<file path="src/rtl/vga_text_writer.sv">
// rtl/vga_text_writer.sv - byte-stream writer for the 80x25 VGA text buffer
//
// Prints a valid/ready byte stream into video RAM as char/attr pairs, executes
// CR/LF/BS/FF, wraps at end of line and hardware-scrolls at the bottom row.
//
// Ports:
//   CLK25      in   1   clock, single domain
//   RST_N      in   1   asynchronous active-low reset
//   in_data    in   8   byte to print or control code
//   in_attr    in   8   attribute for in_data
//   in_valid   in   1   input byte valid
//   in_ready   out  1   writer can accept (IDLE only)
//   mem_addr   out  12  video RAM address
//   mem_wdata  out  8   video RAM write data
//   mem_we     out  1   video RAM write strobe
//   mem_rdata  in   8   video RAM read data, one cycle after mem_addr
//   cursor_x   out  8   cursor column
//   cursor_y   out  8   cursor row
//   busy       out  1   scrolling or clearing
module vga_text_writer #(
   parameter int          COLS       = 80,
   parameter int          ROWS       = 25,
   parameter logic [7:0]  CLEAR_ATTR = 8'h07
) (
   input  logic        CLK25,
   input  logic        RST_N,
   input  logic [7:0]  in_data,
   input  logic [7:0]  in_attr,
   input  logic        in_valid,
   output logic        in_ready,
   output logic [11:0] mem_addr,
   output logic [7:0]  mem_wdata,
   output logic        mem_we,
   input  logic [7:0]  mem_rdata,
   output logic [7:0]  cursor_x,
   output logic [7:0]  cursor_y,
   output logic        busy
);

   localparam logic [11:0] L_STRIDE   = 12'(2 * COLS);
   localparam logic [11:0] L_END      = 12'(2 * COLS * ROWS);
   localparam logic [11:0] L_LAST_ROW = L_END - L_STRIDE;
   localparam logic [11:0] L_LAST_B   = L_END - 12'd1;
   localparam logic [7:0]  L_XMAX     = 8'(COLS - 1);
   localparam logic [7:0]  L_YMAX     = 8'(ROWS - 1);

   typedef enum logic [2:0] {
      S_IDLE, S_WR_CHAR, S_WR_ATTR, S_SC_RD, S_SC_WR, S_FILL
   } state_t;

   state_t      r_state, w_next;
   logic [7:0]  r_char, r_attr, r_x, r_y;
   logic [11:0] r_ptr;      // scroll source address, or fill address
   logic        r_home;     // fill came from FF: home the cursor when done
   logic [11:0] w_cell, w_char_addr;
   logic        w_wrap, w_bottom, w_last;

   assign w_cell      = 12'(r_y) * 12'(COLS) + 12'(r_x);
   assign w_char_addr = {w_cell[10:0], 1'b0};
   assign w_wrap      = (r_x == L_XMAX);
   assign w_bottom    = (r_y == L_YMAX);
   assign w_last      = (r_ptr == L_LAST_B);
   assign cursor_x    = r_x;
   assign cursor_y    = r_y;

   always_ff @(posedge CLK25 or negedge RST_N) begin
      if (!RST_N) r_state <= S_IDLE;
      else        r_state <= w_next;
   end

   always_comb begin
      w_next = r_state;
      case (r_state)
         S_IDLE: begin
            if (in_valid) begin
               if (in_data >= 8'h20)                  w_next = S_WR_CHAR;
               else if (in_data == 8'h0A && w_bottom) w_next = S_SC_RD;
               else if (in_data == 8'h0C)             w_next = S_FILL;
            end
         end
         S_WR_CHAR: w_next = S_WR_ATTR;
         S_WR_ATTR: w_next = (w_wrap && w_bottom) ? S_SC_RD : S_IDLE;
         S_SC_RD:   w_next = S_SC_WR;
         S_SC_WR:   w_next = w_last ? S_FILL : S_SC_RD;
         S_FILL:    w_next = w_last ? S_IDLE : S_FILL;
         default:   w_next = S_IDLE;
      endcase
   end

   always_comb begin
      in_ready  = 1'b0;
      mem_we    = 1'b0;
      mem_addr  = 12'd0;
      mem_wdata = 8'd0;
      busy      = 1'b0;
      case (r_state)
         S_IDLE: in_ready = 1'b1;
         S_WR_CHAR: begin
            mem_we    = 1'b1;
            mem_addr  = w_char_addr;
            mem_wdata = r_char;
         end
         S_WR_ATTR: begin
            mem_we    = 1'b1;
            mem_addr  = w_char_addr | 12'd1;
            mem_wdata = r_attr;
         end
         S_SC_RD: begin
            busy     = 1'b1;
            mem_addr = r_ptr;
         end
         S_SC_WR: begin
            // mem_rdata now holds the byte addressed in SC_RD
            busy      = 1'b1;
            mem_we    = 1'b1;
            mem_addr  = r_ptr - L_STRIDE;
            mem_wdata = mem_rdata;
         end
         S_FILL: begin
            busy      = 1'b1;
            mem_we    = 1'b1;
            mem_addr  = r_ptr;
            mem_wdata = r_ptr[0] ? CLEAR_ATTR : 8'h20;
         end
         default: ;
      endcase
   end

   always_ff @(posedge CLK25 or negedge RST_N) begin
      if (!RST_N) begin
         r_char <= 8'd0;
         r_attr <= 8'd0;
         r_x    <= 8'd0;
         r_y    <= 8'd0;
         r_ptr  <= 12'd0;
         r_home <= 1'b0;
      end else begin
         case (r_state)
            S_IDLE: begin
               if (in_valid) begin
                  r_char <= in_data;
                  r_attr <= in_attr;
                  case (in_data)
                     8'h0D: r_x <= 8'd0;
                     8'h0A: begin
                        if (!w_bottom) r_y <= r_y + 8'd1;
                        else           r_ptr <= L_STRIDE;
                     end
                     8'h08: if (r_x != 8'd0) r_x <= r_x - 8'd1;
                     8'h0C: begin
                        r_ptr  <= 12'd0;
                        r_home <= 1'b1;
                     end
                     default: ;
                  endcase
               end
            end
            S_WR_ATTR: begin
               if (!w_wrap) begin
                  r_x <= r_x + 8'd1;
               end else begin
                  r_x <= 8'd0;
                  if (!w_bottom) r_y <= r_y + 8'd1;
                  else           r_ptr <= L_STRIDE;
               end
            end
            S_SC_WR: r_ptr <= w_last ? L_LAST_ROW : r_ptr + 12'd1;
            S_FILL: begin
               r_ptr <= r_ptr + 12'd1;
               if (w_last && r_home) begin
                  r_x    <= 8'd0;
                  r_y    <= 8'd0;
                  r_home <= 1'b0;
               end
            end
            default: ;
         endcase
      end
   end

endmodule

</file>
<file path="config.mk">
export PLATFORM = sky130hd
export DESIGN_NAME = vga_text_writer
export DESIGN_NICKNAME = d
export VERILOG_FILES = /design/src/rtl/vga_text_writer.sv
export SDC_FILE = /design/constraint.sdc
export NUM_CORES = 1
export LEC_CHECK = 0
export BUFFER_PORTS_ARGS = -buffer_cell sky130_fd_sc_hd__buf_2
export CAP_MARGIN = 20
export CORE_MARGIN = 5
export CORE_UTILIZATION = 30
export CTS_CLUSTER_SIZE = 8
export DETAILED_ROUTE_END_ITERATION = 8
export SYNTH_ARGS = -nofsm -noshare
export SYNTH_HDL_FRONTEND = slang
export SYNTH_SLANG_ARGS = --single-unit
</file>
<file path="constraint.sdc">
create_clock -name CLK25 -period 2.75 [get_ports CLK25]
set_input_delay 0.55 -clock CLK25 [delete_from_list [all_inputs] [get_ports CLK25]]
set_output_delay 0.55 -clock CLK25 [all_outputs]
set_load 0.1 [all_outputs]
</file>
; Yosys cells after proc, flatten, opt, wreduce, memory -nomap -nowiden
; Index checks and enable logic that the tools add are counted.
[op_classes]
n_addsub = 6
n_mux = 35
mul = 1
n_reduce_logical = 17
magnitude_cmp = 1
eq_ne = 21
[op_table]
columns = operator, n
row1 = $pmux W12 S4, 2
row2 = $mux W8, 8
row3 = $mux W12, 4
row4 = $pmux W8 S3, 2
row5 = $eq A8 B4 Y1 const B, 4
row6 = $pmux W8 S4, 1
row7 = $pmux W12 S2, 1
row8 = $mux W3, 6
row9 = $pmux W3 S6, 1
row10 = $add A8 B1 Y8 const B, 2
row11 = $pmux W8 S2, 1
row12 = $add A12 B1 Y12 const B, 1
row13 = $eq A12 B12 Y1 const B, 1
row14 = $sub A12 B8 Y12 const B, 1
row15 = $add A11 B8 Y11, 1
row16 = $ne A2 B2 Y1 const B, 5
row17 = $reduce_and A5 Y1, 2
row18 = $eq A8 B5 Y1 const B, 1
row19 = $eq A8 B7 Y1 const B, 1
row20 = $ge A8 B6 Y1 const B, 1
row21 = $mul A8 B3 Y7 const B, 1
row22 = $reduce_and A4 Y1, 2
row23 = $reduce_bool A8 Y1, 1
row24 = $sub A8 B1 Y8 const B, 1
row25 = 19 further kinds, 30
[word_totals]
output_inout_bits = 39
wordCells = 88
ff_bits = 48
in_bits = 27

; Depth between registers and ports, before layout
[logic_depth]
depth_word = 6
depth_mapped = 9
mapped_depth_nobuf = 8

; Least setup slack after synthesis
; OpenSTA, ideal clock, no wires.
[synth_timing]
path_type = reg-to-output
startpoint = register r_y[3], in the netlist cursor_y[3]
endpoint = output port mem_addr[11]
path_stages_with_launch = 9
required_time_ns = 2.200
n_path_buf = 0
arrival_ns = 4.531
slack_ns = -2.331
cell_sequence = dfrtp_1 -> ha_1 -> ha_1 -> fa_1 -> xor2_1 -> nand2_1 -> a21oi_1 -> xnor2_1 -> o21ai_0
[synth_via]
elab_chain_cells = 3
[synth_rtl]
columns = element, line
row1 = "start, declared", 52  ; logic [7:0] r_char, r_attr, r_x, r_y;
row2 = "start signal, assigned", 146  ; if (!w_bottom) r_y <= r_y + 8'd1;
row3 = "start signal, assigned", 163  ; if (!w_bottom) r_y <= r_y + 8'd1;
row4 = $mul A8 B3 Y7, 58  ; assign w_cell = 12'(r_y) * 12'(COLS) + 12'(r_x);
row5 = $add A11 B8 Y11, 58
row6 = $pmux W12 S4, 96  ; case (r_state)
row7 = "end, declared", 31  ; output logic [11:0] mem_addr,
; Every way passes these cells.

; Worst setup path after layout
[layout_timing]
startpoint = register r_y[3], in the netlist cursor_y[3]
endpoint = output port mem_addr[9]
; Same word-level chain as after synthesis.

==> impl_metrics.json <==
{
  "ctsLongestPathBuffers": 2,
  "synth_seq_area_share_pct": 31.0,
  "synth_adder_area_share_pct": 7.16,
  "r2r-start": "cursor_y[0]",
  "worst_setup_path_endpoint": "mem_addr[9]",
  "ys_dominant_reg_cell": "sky130_fd_sc_hd__dfrtp_1",
  "r2r.worst_path.cells": 10,
  "antenna_violating_nets_post_route": 0,
  "synth.net_count": 504,
  "timing.slew.headroom_pct": 40.3,
  "final.setup.tns_ns": -0.729,
  "synthSimpleGateAreaFrac_pct": 21.9,
  "first_pass_iters": 5,
  "worstReg2RegEnd": "r_ptr[8]",
  "drt_wl_total_um": 12400,
  "floorplan.initialDensity_pct": 30.6,
  "cts_tree": "done",
  "routability_driven_placement_congestion_ratio": 0.842,
  "timing.critical_path.from_type": "flop",
  "cts_inserted_buffers": 5,
  "maxCapViolCount": 0,
  "layout.nets": 584,
  "tightest_slew_ns": 0.896,
  "detailedPlacementHpwl_um": 9480,
  "synthDominantAreaCellType": "sky130_fd_sc_hd__dfrtp_1",
  "grt_usage_pct": 16.6,
  "synth_top_cell_area_share_pct": 31.0,
  "syn_area_per_cell_um2": 8.51,
  "mostFrequentLayoutCell": "sky130_fd_sc_hd__buf_2",
  "clkTransAtPathRegs_ns": 0.07,
  "h_tree_depth_reported_by_cts": 2,
  "drt_drc_violations_left": 0,
  "num_antenna_cells": 0,
  "synth_top_family_by_area": "compound AO/OA/AOI/OAI gates",
  "post_synth_inst_count": 456,
  "post_route_cells_drive_above_1_share_pct": 38.5,
  "mostFrequentLayoutCells": "sky130_fd_sc_hd__buf_2 (42), sky130_fd_sc_hd__buf_4 (40), sky130_fd_sc_hd__nand2_1 (35), sky130_fd_sc_hd__dfrtp_1 (35), sky130_fd_sc_hd__buf_12 (24)",
  "die_w_um": 124,
  "synth.cell_area_mm2": 0.00388,
  "worst_setup_path_end_kind": "primary output",
  "max_fanout_on_critical_path": 3,
  "async_flop_share_pct": 100,
  "synth_cell_types": 64,
  "clock.fmax_ghz": 0.333,
  "multi_input_comb_area_mm2": 0.00290,
  "synth_xor_xnor_area_share_pct": 2.71,
  "floorplan.core_area_mm2": 0.0127,
  "setup_violations": 4,
  "floorplan_row_count": 41,
  "area.sequential_mm2": 0.00123,
  "hold_violations": 0,
  "num_vias": 3892,
  "clock_tree_skew_after_final_layout_ns": 0.00821,
  "synth_enable_flop_cells": 0,
  "first_global_vias": 3942,
  "muxShareOfSynthArea_pct": 7.35,
  "number_of_antenna_violations_at_the_first_check_in_global_routing": 0,
  "total_congestion_overflow": 0,
  "violations_in_the_final_reports": "setup timing",
  "area_growth_syn_to_layout_pct": 44.8,
  "synth.area.top_cells": "sky130_fd_sc_hd__dfrtp_1 (31%), sky130_fd_sc_hd__ha_1 (6.1%), sky130_fd_sc_hd__mux2_2 (5.8%)",
  "hold_path.class": "input port to asynchronous set/reset pin",
  "drtIter0Drc": 254,
  "cts_num_sinks": 48,
  "rsz0062_at_grt": "yes",
  "worst-endpoint-required_ns": 2.20,
  "io_buffers": 65,
  "worst_slack_ns": -0.252,
  "startpoint": "cursor_y[3]",
  "fp.dieArea_mm2": 0.0153,
  "synth-seq-cells": 48,
  "synthesis.yosys.warnings": 0,
  "synth-compound-area-share_pct": 24.6,
  "outcome": "finished, violations left",
  "final.period_utilization_pct": 109,
  "clk_latency_ns": 0.29,
  "report.final.slew_viol_count": 0,
  "die_y_um": 124,
  "vias_per_cell": 5.49,
  "critical_path_class": "flop to primary output",
  "routedWlPerCell_um": 17.4,
  "largest_net_degree_at_the_start_of_global_routing": 38,
  "timing.reg2reg.setup_slack_ns": 0.06,
  "filler_cell_count": 1214,
  "clock-root-buffer": "sky130_fd_sc_hd__clkbuf_16",
  "post-route-min-period_ns": 3.00,
  "top_level_ports": 66,
  "cp.arrival_ns": 2.45,
  "wire_length_of_the_first_global_routing_pass_um": 20500,
  "cts-hold-fix-buffers": 0
}
## logic make-up after synthesis
logic type	Yosys count
buffers and inverters	52
XOR/XNOR	12
AND/OR/NAND/NOR	154
multiplexers	26
flip-flops	48
adder cells (fa/ha/maj)	21
AO/OA/AOI/OAI	143
## registers in the layout (all words and copies together), names as in the netlist
register / flops
r_home: 1
r_attr: 8
cursor_x: 8
r_char: 8
r_ptr: 12
cursor_y: 8
r_state: 3
## final cells by class
class	count	share of cell area (%)
clock buffer	5	2.23
clock inverter	3	1.23
inverter	17	1.14
sequential	48	22.0
tap	172	3.83
timing repair buffer	108	18.0
multi-input combinational	356	51.5
## Yosys cell counts (all sizes together), types with 3 or more instances
cell type / number
a211oi: 3
a21o: 4
a21oi: 21
a22oi: 13
a2bb2oi: 3
a31oi: 19
and3: 8
buf: 10
clkbuf: 25
dfrtp: 48
ha: 19
inv: 17
mux2: 20
mux2i: 6
nand2: 38
nand2b: 9
nand3: 16
nand4: 6
nor2: 21
nor2b: 8
nor3: 12
nor4: 8
o211ai: 4
o21ai: 30
o22a: 3
o22ai: 9
o31ai: 13
o41ai: 3
or3: 7
or3b: 4
or4: 3
xnor2: 8
xor2: 4
## how the worst min path moves through the flow
| stage | to | slack [ns] | depth (start not counted) |
|---|---|---|---|
| 6_report | cursor_y[6] | 0.39 | 1 |
| 5_1_grt | cursor_y[6] | 0.47 | 1 |
| 4_1_cts | r_ptr[2] | 0.43 | 1 |
| 3_5_place_dp | r_attr[2] | 0.50 | 1 |
| 3_3_place_gp | r_attr[4] | 0.49 | 1 |
| 2_1_floorplan | cursor_x[0] | 0.25 | 0 |
## through the flow
| stage | instances | setup slack, ns | utilization, % | cell area (µm²) | hold slack [ns] |
|---|---|---|---|---|---|
| floorplan | 456 | -0.349 | - | 4160 | 0.254 |
| global placement | 700 | 0.0198 | 41.2 | 5230 | 0.492 |
| detailed placement | 700 | -0.0236 | 41.2 | 5230 | 0.497 |
| CTS | 709 | -0.256 | 44.1 | 5590 | 0.434 |
| global route | 709 | -0.330 | 44.3 | 5620 | 0.470 |
| finish | 709 | -0.252 | 44.3 | 5620 | 0.387 |
## layer usage
layer  up-vias  track usage [%]  routed length, µm
met4         0             3.11                102
met1      1878             21.8               5590
met2       125             27.6               5700
met5         -                0                  0
li1       1879                -                  -
met3        10             4.59                972
## critical path: stages, from the launching register on
cell	delay [ns]
sky130_fd_sc_hd__dfrtp_4	0.49
sky130_fd_sc_hd__ha_4	0.25
sky130_fd_sc_hd__ha_4	0.16
sky130_fd_sc_hd__fa_2	0.57
sky130_fd_sc_hd__inv_2	0.07
sky130_fd_sc_hd__a21o_1	0.18
sky130_fd_sc_hd__a31oi_4	0.17
sky130_fd_sc_hd__o22ai_4	0.10
sky130_fd_sc_hd__buf_12	0.18
## timing repair
item | in CTS | in global routing
resized for setup | 26 | 7
setup buffers | 1 | 0
pin swaps | 11 | 5
setup endpoints to repair | 6 | 21
Power is not shown: default switching activity piles up to over one toggle a cycle in this logic, so the estimate is an artifact.
